==> src/rtl/wb_stage_pkg.sv <==
// Shared widths, stall encoding and bus layouts
// for the write-back stage.
package wb_stage_pkg;

  localparam int MEM_TO_WB_WD = 136;
  localparam int WB_TO_RF_WD  = 104;
  localparam int STALL_WD     = 6;

  localparam int STALL_MEM = 4;
  localparam int STALL_WB  = 5;

  localparam logic STOP    = 1'b1;
  localparam logic NO_STOP = 1'b0;

  typedef logic [STALL_WD-1:0] stall_bus_t;

  typedef struct packed {
    logic [31:0] pc;
    logic        rf_we;
    logic [4:0]  rf_waddr;
    logic [31:0] rf_wdata;
    logic        hi_we;
    logic        lo_we;
    logic [31:0] hi_wdata;
    logic [31:0] lo_wdata;
  } mem_wb_t;

  typedef struct packed {
    logic        rf_we;
    logic [4:0]  rf_waddr;
    logic [31:0] rf_wdata;
    logic        hi_we;
    logic        lo_we;
    logic [31:0] hi_wdata;
    logic [31:0] lo_wdata;
  } wb_rf_t;

endpackage

==> src/rtl/wb_stage_regfile.sv <==
// 32x32 general register file, 2 read / 1 write,
// write-through reads, register 0 hardwired to zero.
module wb_stage_regfile
  import wb_stage_pkg::*;
(
  input  logic        clk,
  input  logic        rst,
  input  logic        we,
  input  logic [4:0]  waddr,
  input  logic [31:0] wdata,
  input  logic [4:0]  raddr1,
  input  logic [4:0]  raddr2,
  output logic [31:0] rdata1,
  output logic [31:0] rdata2
);

  logic [31:0] regs [32];

  always_ff @(posedge clk or negedge rst) begin
    if (!rst) begin
      for (int i = 0; i < 32; i++) begin
        regs[i] <= '0;
      end
    end else if (we && waddr != 5'd0) begin
      regs[waddr] <= wdata;
    end
  end

  always_comb begin
    rdata1 = regs[raddr1];
    if (raddr1 == 5'd0) begin
      rdata1 = '0;
    end else if (we && raddr1 == waddr) begin
      rdata1 = wdata;
    end
  end

  always_comb begin
    rdata2 = regs[raddr2];
    if (raddr2 == 5'd0) begin
      rdata2 = '0;
    end else if (we && raddr2 == waddr) begin
      rdata2 = wdata;
    end
  end

endmodule

==> src/rtl/wb_stage.sv <==
// Write-back stage: pipeline register, register file,
// HI/LO pair, forwarding bus and trace outputs.
module wb_stage
  import wb_stage_pkg::*;
(
  input  logic                    clk,
  input  logic                    rst,
  input  logic [STALL_WD-1:0]     stall,
  input  logic [MEM_TO_WB_WD-1:0] mem_to_wb_bus,
  input  logic [4:0]              raddr1,
  input  logic [4:0]              raddr2,
  output logic [31:0]             rdata1,
  output logic [31:0]             rdata2,
  output logic [31:0]             hi_rdata,
  output logic [31:0]             lo_rdata,
  output logic [WB_TO_RF_WD-1:0]  wb_to_rf_bus,
  output logic [31:0]             debug_wb_pc,
  output logic [3:0]              debug_wb_rf_wen,
  output logic [4:0]              debug_wb_rf_wnum,
  output logic [31:0]             debug_wb_rf_wdata
);

  mem_wb_t     wb_r;
  mem_wb_t     bus_in;
  wb_rf_t      fwd;
  logic        commit;
  logic        we_eff;
  logic        hi_eff;
  logic        lo_eff;
  logic [31:0] hi_q;
  logic [31:0] lo_q;
  logic        stall_unused;

  assign bus_in       = mem_wb_t'(mem_to_wb_bus);
  assign stall_unused = ^stall[STALL_MEM-1:0];

  always_ff @(posedge clk or negedge rst) begin
    if (!rst) begin
      wb_r <= '0;
    end else if (stall[STALL_MEM] == STOP
                 && stall[STALL_WB] == NO_STOP) begin
      wb_r <= '0;
    end else if (stall[STALL_MEM] == NO_STOP) begin
      wb_r <= bus_in;
    end
  end

  // A held instruction commits only once WB is released.
  assign commit = (stall[STALL_WB] == NO_STOP);
  assign we_eff = commit & wb_r.rf_we
                & (wb_r.rf_waddr != 5'd0);
  assign hi_eff = commit & wb_r.hi_we;
  assign lo_eff = commit & wb_r.lo_we;

  wb_stage_regfile u_rf (
    .clk    (clk),
    .rst    (rst),
    .we     (we_eff),
    .waddr  (wb_r.rf_waddr),
    .wdata  (wb_r.rf_wdata),
    .raddr1 (raddr1),
    .raddr2 (raddr2),
    .rdata1 (rdata1),
    .rdata2 (rdata2)
  );

  always_ff @(posedge clk or negedge rst) begin
    if (!rst) begin
      hi_q <= '0;
      lo_q <= '0;
    end else begin
      if (hi_eff) hi_q <= wb_r.hi_wdata;
      if (lo_eff) lo_q <= wb_r.lo_wdata;
    end
  end

  assign hi_rdata = hi_eff ? wb_r.hi_wdata : hi_q;
  assign lo_rdata = lo_eff ? wb_r.lo_wdata : lo_q;

  always_comb begin
    fwd          = '0;
    fwd.rf_we    = we_eff;
    fwd.rf_waddr = wb_r.rf_waddr;
    fwd.rf_wdata = wb_r.rf_wdata;
    fwd.hi_we    = hi_eff;
    fwd.lo_we    = lo_eff;
    fwd.hi_wdata = wb_r.hi_wdata;
    fwd.lo_wdata = wb_r.lo_wdata;
  end

  assign wb_to_rf_bus      = fwd;
  assign debug_wb_pc       = wb_r.pc;
  assign debug_wb_rf_wen   = {4{we_eff}};
  assign debug_wb_rf_wnum  = wb_r.rf_waddr;
  assign debug_wb_rf_wdata = wb_r.rf_wdata;

endmodule

==> config.mk <==
export PLATFORM = sky130hd
export DESIGN_NAME = wb_stage
export DESIGN_NICKNAME = d
export VERILOG_FILES = /design/src/rtl/wb_stage_pkg.sv /design/src/rtl/wb_stage_regfile.sv /design/src/rtl/wb_stage.sv
export SDC_FILE = /design/constraint.sdc
export NUM_CORES = 2
export LEC_CHECK = 0
export CORE_AREA = 2 2 339 341
export DETAILED_ROUTE_END_ITERATION = 8
export DIE_AREA = 0 0 341 343
export DONT_BUFFER_PORTS = 1
export PLACE_DENSITY = 0.73
export SLEW_MARGIN = 20
export SYNTH_ARGS = -nofsm -noshare
export SYNTH_HDL_FRONTEND = slang
export SYNTH_SLANG_ARGS = --single-unit
==> constraint.sdc <==
create_clock -name clk -period 3.3 [get_ports clk]
set_input_delay 0.825 -clock clk [delete_from_list [all_inputs] [get_ports clk]]
set_output_delay 0.825 -clock clk [all_outputs]
set_load 0.02 [all_outputs]
# Yosys cells after proc, flatten, opt, wreduce, memory -nomap -nowiden
# Cells that the tools add are included.
[word_totals]
ff_bits = 1224
inputBits = 154
out_inout_bits = 305
wordCells = 82
[op_classes]
magnitude_cmp = 4
eq_ne = 3
muxes = 17
bitwise = 8
n_reduce_logical = 8
[ops]
columns = ["op", "n"]
rows = [
  ["1024-bit bitwise mux", 1],
  ["32-bit two-way mux", 11],
  ["32-bit binary-select mux with 5-bit select", 2],
  ["136-bit two-way mux", 2],
  ["32-bit demux with 5-bit select", 1],
  ["6-bit greater-or-equal comparator, second input constant", 3],
  ["5-bit inverter with 6-bit output", 3],
  ["5-bit == test", 2],
  ["5-bit zero test", 2],
  ["6-bit by 1-bit less-than comparator with 1-bit output, second input constant", 1],
  ["1-bit logical AND", 5],
  ["5-bit nonzero test", 1],
  ["1-bit AND", 4],
  ["2-bit by 1-bit != test with 1-bit output, second input constant", 1],
  ["1-bit inverter", 1],
]

# Depth between registers and ports, before layout
[logic_depth]
depth_word = 6
depth_mapped = 11
ltp_nobuf = 7

# Hierarchy
# From an unflattened synthesis, not the netlist that was laid out.
[unflattened]
hier_cells = 4620
area_unflattened_um2 = 64048.9
[by_module_without_submodules]
columns = ["mod", "n_inst", "cells_each", "area_each_um2", "seq_area_each_um2"]
rows = [
  ["wb_stage_regfile", 1, 3866, 55169.2, 25624.6],
  ["wb_stage", 1, 754, 8879.8, 5004.8],
]

# Worst setup path before layout
# No wires, ideal clock.
[synth_path]
kind = "input port to output port"
startpoint = "input raddr1[2]"
endpoint = "output rdata1[9]"
t_arrival_ns = 2.615
required_time_ns = 2.475
path_slack_ns = -0.140
cell_stages = 9
n_path_buf = 5
path_cell_list = "buf_2 > buf_2 > buf_2 > buf_2 > clkbuf_1 > nand2_1 > a31oi_1 > nor3b_1 > nor3_1"
[synth_via]
elab_chain_len = 6
word_cells_on_any_way = 9
classes_between = "eq/ne: 1; mux: 5; bitwise: 1; reduce/logical: 2"
[synth_lines]
columns = ["item", "line", "text"]
rows = [
  ["start: declaration", "wb_stage.sv:10", "input logic [4:0] raddr1,"],
  ["5-bit inverter with 6-bit output (implied by the code)", "wb_stage_regfile.sv:30", "rdata1 = regs[raddr1];"],
  ["32-bit binary-select mux with 5-bit select", "wb_stage_regfile.sv:30", ""],
  ["32-bit two-way mux (implied by the code) (2 in series)", "wb_stage_regfile.sv:30", ""],
  ["32-bit two-way mux", "wb_stage_regfile.sv:33", "end else if (we && raddr1 == waddr) begin"],
  ["32-bit two-way mux (*)", "wb_stage_regfile.sv:31", "if (raddr1 == 5'd0) begin"],
  ["end: declaration", "wb_stage.sv:12", "output logic [31:0] rdata1,"],
]
# Mark *: on every way between the ends. The rest lies on a longest branch, timed or not. The select of a mux whose other input is x is not followed.

# Worst setup path in the final report
[layout_path]
startpoint = "input raddr1[0]"
endpoint = "output rdata1[30]"
# The elaborated chain is that of the path after synthesis.

==> metrics.txt <==
worst-margin pin slew=3560 ps; simple-gate area share of the yosys netlist=3.86%; worst flop-to-flop path endpoint=u_rf.regs[852]; main area contributors after synthesis=dfrtp_1 (47%), mux2_2 (19%), mux4_2 (12%), mux2i_1 (6.0%), buf_4 (2.4%); Final Slew Violations=261; FMAX=166 MHz; synthesis-stage register bit count=1224; Mapped Cells=slightly below 5000; clk slew on worst S/H paths=about 60 ps; post-DR wirelength/cell=about 32 um; Worst EP required=2470 ps; R2R depth=6; later-pin clock latency in the skew report=750 ps; Vias=43900; Post-synth top flop=dfrtp_1; Starting DRT DRC Count=about 4500; post-route ant nets=0; gr ovfl total=0; initial antenna violation count=3; reg2reg setup slack=780 ps; dpl cells=6153; Critical R2R Launch=debug_wb_rf_wnum[2]; global-route wire length before repair=299000 um; Syn Area/Cell=13.1 um^2; post-DP HPWL=118000 um; CTS buffer count=135; Area growth syn-to-layout=12.5%; fin crit period=6020 ps; Final Setup Violations=64; share of the yosys chip area belonging to registers=between 40% and 50%; share of the synthesized area in the top cell type=47.0%; Synth Area in XOR/XNOR=less than 1%; Initial DRT Pass Iterations=5; outcome=complete, but fails checks; number of max-cap violations=0; Synth Area in Adders=0%; mux cell area share after synthesis=36.6%; Die Y-Extent=343 um; peak supply drop=about 0.47 mV; Cell Rows=124; power density over cell area=512 nW/um^2; Netlist cell types=61; CTS tree=built; DRC violations left=0; drt via density=6.83; I/O Pins=459; IO buf count=0; core footprint=113000 um^2; Leak=approximately 34 nW; layout cells sized above 1=45.7%; largest family of logic cells by synthesized area=multiplexers; Worst setup SP type=input port; drt total wl=204000 um; RSZ-0062 raised after global routing=yes; clock sink total=1224; Worst slew margin=-137%; compound-cell area share of the yosys netlist=about 5.6%; synthesized cell area=roughly 65000 um^2; critical path arrival=5200 ps; skew final=23.4 ps; critical path fanouts, max=360; die width=341 um; initial core utilization=57.5%; EDFF count, synth=0; largest net degree at the start of global routing=361; crit path kind=in2out; Synthesized Nets=around 5100; via count of the first global-routing pass=about 45000; Final Hold Vio Count=193; synth warn=0; Die ar.=117000 um^2; non-filler cells, final=6428; crit path from=raddr1[0]; Tot GR Track Use=34.7%; root cell of the clock tree=clkbuf_16; largest area contributor in the netlist=dfrtp_1; Total Nets Final=4968; failing checks=negative hold slack, max-slew violations, negative setup slack; H-Tree Level Count=4; pre-CTS WS=-567 ps; worst hold margin=-221 ps; HP Class=in2async; maximum clock insertion buffer count=3; Critical Path End Type=primary output; final worst slack=-2720 ps; Final Cycle Share=182%; Async S/R FF share, synth=100%; routability cong.=0.848
==> layout make-up <==
| type | count | area [um^2] |
|---|---|---|
| Inverter | 142 | 533 |
| Antenna cell | 1 | 2.50 |
| Timing Repair Buffer | 386 | 4190 |
| Clock inverter | 38 | 477 |
| Sequential cell | 1224 | 30600 |
| Clock buffer | 200 | 4090 |
| Fill cell | 8108 | 40100 |
| Multi-Input combinational cell | 2925 | 31500 |
| Tap cell | 1512 | 1890 |
==> per-layer routing <==
metal	routed length (um)	GRT usage (%)	up-vias
met5	18	0	-
met4	11800	17.9	2
met3	19500	8.20	560
met2	95100	54.7	2417
met1	77400	45.1	23100
li1	-	-	17900
==> logic make-up after synthesis <==
| logic type | count (synthesis) |
|---|---|
| DFF | 1224 |
| and+or+nand+nor | 519 |
| buffers and inverters | 823 |
| muxes | 1816 |
| AOI/OAI and AO/OA | 580 |
| xor gates and xnor gates | 10 |
==> how the worst max path moves through the flow <==
stage / end / slack [ps] / depth (start not counted)
floorplan: rdata1[6] / -50 / 8
global placement: rdata1[21] / -580 / 9
detailed placement: rdata1[21] / -570 / 9
CTS: rdata1[7] / -430 / 12
global route: rdata1[3] / -910 / 8
finish: rdata1[30] / -2720 / 8
==> per-stage QoR <==
step / total power, mW / util (%) / TNS, ps / hold slack (ps) / cell area (um^2)
2_1_floorplan: 20.8 / - / -464 / 441 / 65300
3_3_place_gp: 21.6 / 58.9 / -104360 / 377 / 66900
3_5_place_dp: 21.8 / 59.0 / -92870 / 385 / 66900
4_1_cts: 37.4 / 63.7 / -21450 / -277 / 72300
5_1_grt: 38.6 / 64.6 / -34300 / -243 / 73300
6_report: 37.5 / 64.6 / -95710 / -221 / 73300
==> worst max-delay path, stage by stage <==
cell and delay (ps):
mux4_2 1740, mux2i_1 240, a21oi_1 100, buf_4 150
nand3_1 100, and3_4 190, nor3_2 40, buf_4 150
==> what timing repair did <==
| action | CTS | global route |
|---|---|---|
| endpoints found under the setup margin | 64 | 69 |
| pin swaps | 17 | 40 |
| endpoints found under the hold margin | 193 | 193 |
| gates resized for setup | 120 | 223 |
| gates cloned | 3 | 2 |
| buffers inserted | 27 | 14 |
==> synthesized netlist by cell type (3+ instances only) <==
cell / instances
dfrtp_1: 1224
mux2_2: 1080
mux2i_1: 390
mux4_2: 343
clkbuf_1: 249
buf_4: 208
o21ai_0: 200
nand3_1: 151
inv_1: 140
buf_2: 133
nand2_1: 130
a21oi_1: 108
nor2_1: 97
a221oi_1: 57
a22oi_1: 54
buf_1: 47
a31oi_1: 34
buf_6: 34
nor3_1: 34
o22ai_1: 30
a221o_1: 26
nor2b_1: 25
a211oi_1: 20
and3_1: 19
nor3b_1: 13
a2111oi_0: 11
o211ai_1: 11
or3_1: 9
nand2b_1: 8
o31ai_1: 8
buf_8: 7
xnor2_1: 7
o311ai_0: 5
a21o_1: 4
and2_1: 4
nand3b_1: 4
nor4_1: 4
or2_2: 4
a311oi_1: 3
buf_12: 3
nand4_1: 3
nand4b_1: 3
xor2_1: 3
==> power breakdown <==
group          total (mW)  switching, mW  internal, mW
Clock                15.6           6.21          9.41
Sequential           17.1           1.01          16.1
Combinational        4.76           2.33          2.43
Total                37.5           9.56          28.0
==> cells in the final DEF (no fill, tap or decap), types with 12 or more instances in the layout <==
cell type,count
nand3_1,148
nand2_1,113
o21ai_2,13
nor2_4,35
nor3_2,16
nor3_1,15
clkbuf_1,27
clkbuf_16,145
buf_6,54
clkinv_2,23
clkbuf_8,30
buf_4,251
o22ai_1,30
a21oi_4,15
a31oi_1,28
nor2_1,50
a22oi_1,52
buf_12,63
mux2i_1,386
nand2_2,16
a21oi_1,80
o21ai_0,172
inv_1,139
dfrtp_1,1214
a211oi_1,19
and3_4,13
a221oi_1,54
a21oi_2,13
mux2_2,1080
mux4_2,343
nor2b_1,18
nor2_2,12
a221o_1,26
==> state kept, by name (all words and copies together) (netlist names) <==
name,flops
debug_wb_pc,32
debug_wb_rf_wdata,32
debug_wb_rf_wnum,5
hi_q,32
lo_q,32
u_rf.regs,1024
wb_r,3
wb_to_rf_bus,64
Note: power is estimated with default switching activity, not from simulation.
